## config.mk

```make
export PLATFORM = sky130hd
export DESIGN_NAME = contador_instrucoes
export DESIGN_NICKNAME = d
export VERILOG_FILES = /design/src/rtl/unidade_controle_contador.sv
export SDC_FILE = /design/constraint.sdc
export NUM_CORES = 1
export LEC_CHECK = 0
export ABC_AREA = 1
export CAP_MARGIN = 40
export CORE_MARGIN = 2
export CORE_UTILIZATION = 39
export DETAILED_ROUTE_END_ITERATION = 12
export PLACE_DENSITY_LB_ADDON = 0.3
export SYNTH_ARGS = -nofsm -noshare
export SYNTH_HDL_FRONTEND = slang
export SYNTH_SLANG_ARGS = --single-unit
```

## constraint.sdc

```tcl
create_clock -name clk -period 2.9 [get_ports clk]
set_input_delay 0.29 -clock clk [delete_from_list [all_inputs] [get_ports clk]]
set_output_delay 0.29 -clock clk [all_outputs]
set_load 0.005 [all_outputs]
```

## src/rtl/unidade_controle_contador.sv

```systemverilog
// -----------------------------------------------------------------------------
// contador_instrucoes
// Saturating up-counter with increment enable; holds at all-ones.
//   clk      : clock, rising edge
//   rst      : asynchronous active-high clear
//   inc      : add one on this edge (ignored when saturated)
//   contagem : current count
// -----------------------------------------------------------------------------
module contador_instrucoes #(
   parameter int unsigned W = 16
) (
   input  logic         clk,
   input  logic         rst,
   input  logic         inc,
   output logic [W-1:0] contagem
);

   always_ff @(posedge clk or posedge rst) begin
      if (rst)
         contagem <= '0;
      else if (inc && (contagem != '1))
         contagem <= contagem + 1'b1;
   end

endmodule

```

==> impl_metrics.json <==
{
  "outcome": "finished, final reports clean",
  "maximum_number_of_pins_on_one_net_before_global_route_repair": 17,
  "min-delay-path-class": "input pin to asynchronous set/reset pin",
  "irDropWorstVdd_v": 0.0004409,
  "num-nets-final": 176,
  "swShare_pct": 35.73,
  "synthAdderAreaFrac_pct": 1.170,
  "cts_setup_buffers": 0,
  "drt-total-wl_mm": 2.351,
  "synth-compound-area-share_pct": 6.784,
  "intPower_uw": 466.0,
  "first_iter_violations": 24,
  "muxShareOfSynthArea_pct": 0,
  "cts_repair_resize_count": 0,
  "net_count_after_synthesis": 154,
  "unrepaired_setup_endpoints_after_global_routing": "no",
  "final_cell_mix": "58 x sky130_fd_sc_hd__nand2_1, 18 x sky130_fd_sc_hd__clkdlybuf4s50_1, 16 x sky130_fd_sc_hd__dfrtp_1",
  "design.core.area_sq_um": 2545,
  "worst_r2r_path_depth": 8,
  "first_global_vias": 963,
  "power_switching_uw": 259.1,
  "floorplan.rows": 18,
  "worst_clock_skew_ps": 5.093,
  "critical_path.endpoint": "contagem[14]",
  "clkSinkCount": 16,
  "clk_path_buf_depth": 2,
  "synthesis.instances": 150,
  "n_antenna_cell": 0,
  "timing.final.hold_violations": 0,
  "cts_hold_buf": 0,
  "clockPowerShare_pct": 21.6,
  "routedWlPerCell_um": 11.70,
  "final-max-slew-violation-count": 0,
  "h_tree_depth_reported_by_cts": 1,
  "cts_inserted_buffers": 3,
  "synth_sequential_area_ratio_pct": 37.43,
  "finalSetupViolCount": 0,
  "synth-xor-area-share_pct": 3.275,
  "initial_utilization_pct": 42.04,
  "largest_register_by_flop_count": "contagem",
  "floorplan.io_pins": 19,
  "main_combinational_cell_family_by_area_after_synthesis": "simple AND/OR/NAND/NOR gates",
  "die-area_sq_um": 3178,
  "static-leakage-power_nw": 0.5545,
  "num-fill-cells": 251,
  "wire_length_of_the_first_global_routing_pass_mm": 4.250,
  "drtAntennaViolNets": 0,
  "post_synth_instance_area_sq_um": 1070,
  "layout_commonest_cell": "sky130_fd_sc_hd__nand2_1",
  "width_of_the_die_um": 56.38,
  "critical_path.startpoint": "contagem[0]",
  "critical_path_launch_point_type": "register",
  "number_of_max_cap_violations": 0,
  "hpwl_after_dpl_mm": 1.788,
  "post_synth.cell_area_avg_sq_um": 7.132,
  "critPathCaptureType": "register",
  "worst_pin_slew_ps": 612.5,
  "drcViolationCount": 0,
  "finish.utilization_pct": 51.43,
  "netlist-cell-type-count": 17,
  "ctsRootBufferMaster": "sky130_fd_sc_hd__clkbuf_4",
  "place_congestion": 0.8434,
  "vias_per_cell": 4.915,
  "largest_register_ff_count": 16,
  "synth_simple_gate_area_share_pct": 44.33,
  "worst-endpoint-required_ps": 3100,
  "synth.ff_latch_count": 16,
  "timing.fmax_mhz": 593.1,
  "final_min_period_over_clock_period_pct": 58.14,
  "buffer_ports.inserted": 18,
  "power_density_nw_per_um2": 554.1,
  "clk_latency_ps": 300,
  "grt_usage_pct": 16.75,
  "relSlewSlack_pct": 59.12,
  "drt-pass1-iter-count": 4,
  "rr_startpoint": "contagem[0]",
  "pwr-share-seq_pct": 45.1,
  "initial_antenna_violation_count": 0,
  "die_y_um": 56.38,
  "post-route-min-period_ps": 1686,
  "path_class": "register to register",
  "timing.reg2reg.setup_slack_ps": 1210,
  "dr_total_vias": 988,
  "globalRouteOverflowTotal": 0,
  "comb_power_share_pct": 33.3,
  "synth_warnings": 0,
  "cts.clk_slew.worst_paths_ps": 110,
  "largest_registers": "contagem: 16 flops",
  "flow.area_growth_from_synthesis_pct": 22.34,
  "crit_fanout": 8,
  "arrival_ps": 1890,
  "fin_tns_setup_ps": 0,
  "tritoncts_clock_tree": "done",
  "crit-reg2reg-capture": "contagem[14]",
  "layout-drive-gt1-share_pct": 14.62
}
==> cell families (layout without fill, tap and decap cells) <==
kind of cell | Yosys count | count (layout)
AOI/OAI and AO/OA | 10 | 10
adders and majority gates | 1 | 1
DFF | 16 | 16
and+or+nand+nor | 102 | 102
xor gates and xnor gates | 4 | 4
buffers and inverters | 17 | 38
==> cells in the mapped netlist, drive strengths merged <==
cell type   n  area [sq um]
buf         1         15.01
ha          1         12.51
xnor2       2         17.52
o21ai      10         72.57
nor2       22         127.6
nand2      64         255.3
inv        16         60.05
nand3b      2         15.01
xor2        2         17.52
dfrtp      16         400.4
nand3       9         45.04
nand4       5         31.28
==> critical path, stage by stage (launching register included) <==
cell and delay (ps):
sky130_fd_sc_hd__dfrtp_1 490, sky130_fd_sc_hd__ha_1 310, sky130_fd_sc_hd__nand3_1 150, sky130_fd_sc_hd__nor2_1 210, sky130_fd_sc_hd__nand3_1 110, sky130_fd_sc_hd__nor2_1 160
sky130_fd_sc_hd__nand2_1 70, sky130_fd_sc_hd__nand2_1 60, sky130_fd_sc_hd__nand2_1 40
==> final cells by class <==
cell class	count	area, sq um	area share (%)
multi-input combinational	117	594.3	45.41
sequential	16	400.4	30.59
timing repair buffer	18	180.2	13.77
inverter	16	60.06	4.589
tap	30	37.54	2.868
clock buffer	4	36.28	2.772
==> routing by layer <==
layer,vias to the layer above,share of wire (%),routed length (um),GRT usage (%)
li1,514,-,-,-
met1,447,45,1068,20.74
met2,23,48,1139,28.24
met3,4,5.1,120,5.300
met4,0,0.98,23,4.082
met5,-,0,0,0
==> metrics by stage <==
stage / hold WS [ps] / instance area, sq um / power (mW) / cells / setup WS [ps]
final: 348.8 / 1309 / 0.7252 / 201 / 1214
after global routing: 408.5 / 1309 / 0.7759 / 201 / 1019
after CTS: 381.7 / 1309 / 0.7332 / 201 / 1206
after detailed placement: 535.2 / 1272 / 0.5734 / 197 / 1233
after global placement: 511.3 / 1272 / 0.5662 / 197 / 1297
after floorplan: 203.7 / 1070 / 0.4546 / 150 / 1415
==> power by group through the flow <==
stage / Combinational, mW / Clock, mW / Sequential [mW]
floorplan: 0.134 / 0 / 0.320
finish: 0.242 / 0.156 / 0.327
detailed placement: 0.244 / 0 / 0.330
global route: 0.271 / 0.170 / 0.334
global placement: 0.239 / 0 / 0.327
CTS: 0.246 / 0.161 / 0.326
==> worst min path at each step <==
| stage | startpoint | to | slack (ps) | cells past startpoint |
|---|---|---|---|---|
| final | rst | contagem[14] | 350 | 2 |
| after detailed placement | contagem[1] | contagem[1] | 540 | 2 |
| after global routing | rst | contagem[12] | 410 | 2 |
| after floorplan | rst | contagem[0] | 200 | 1 |
| after CTS | rst | contagem[14] | 380 | 2 |
| after global placement | contagem[1] | contagem[1] | 510 | 2 |
No activity file was read; power rests on OpenSTA's default activity.
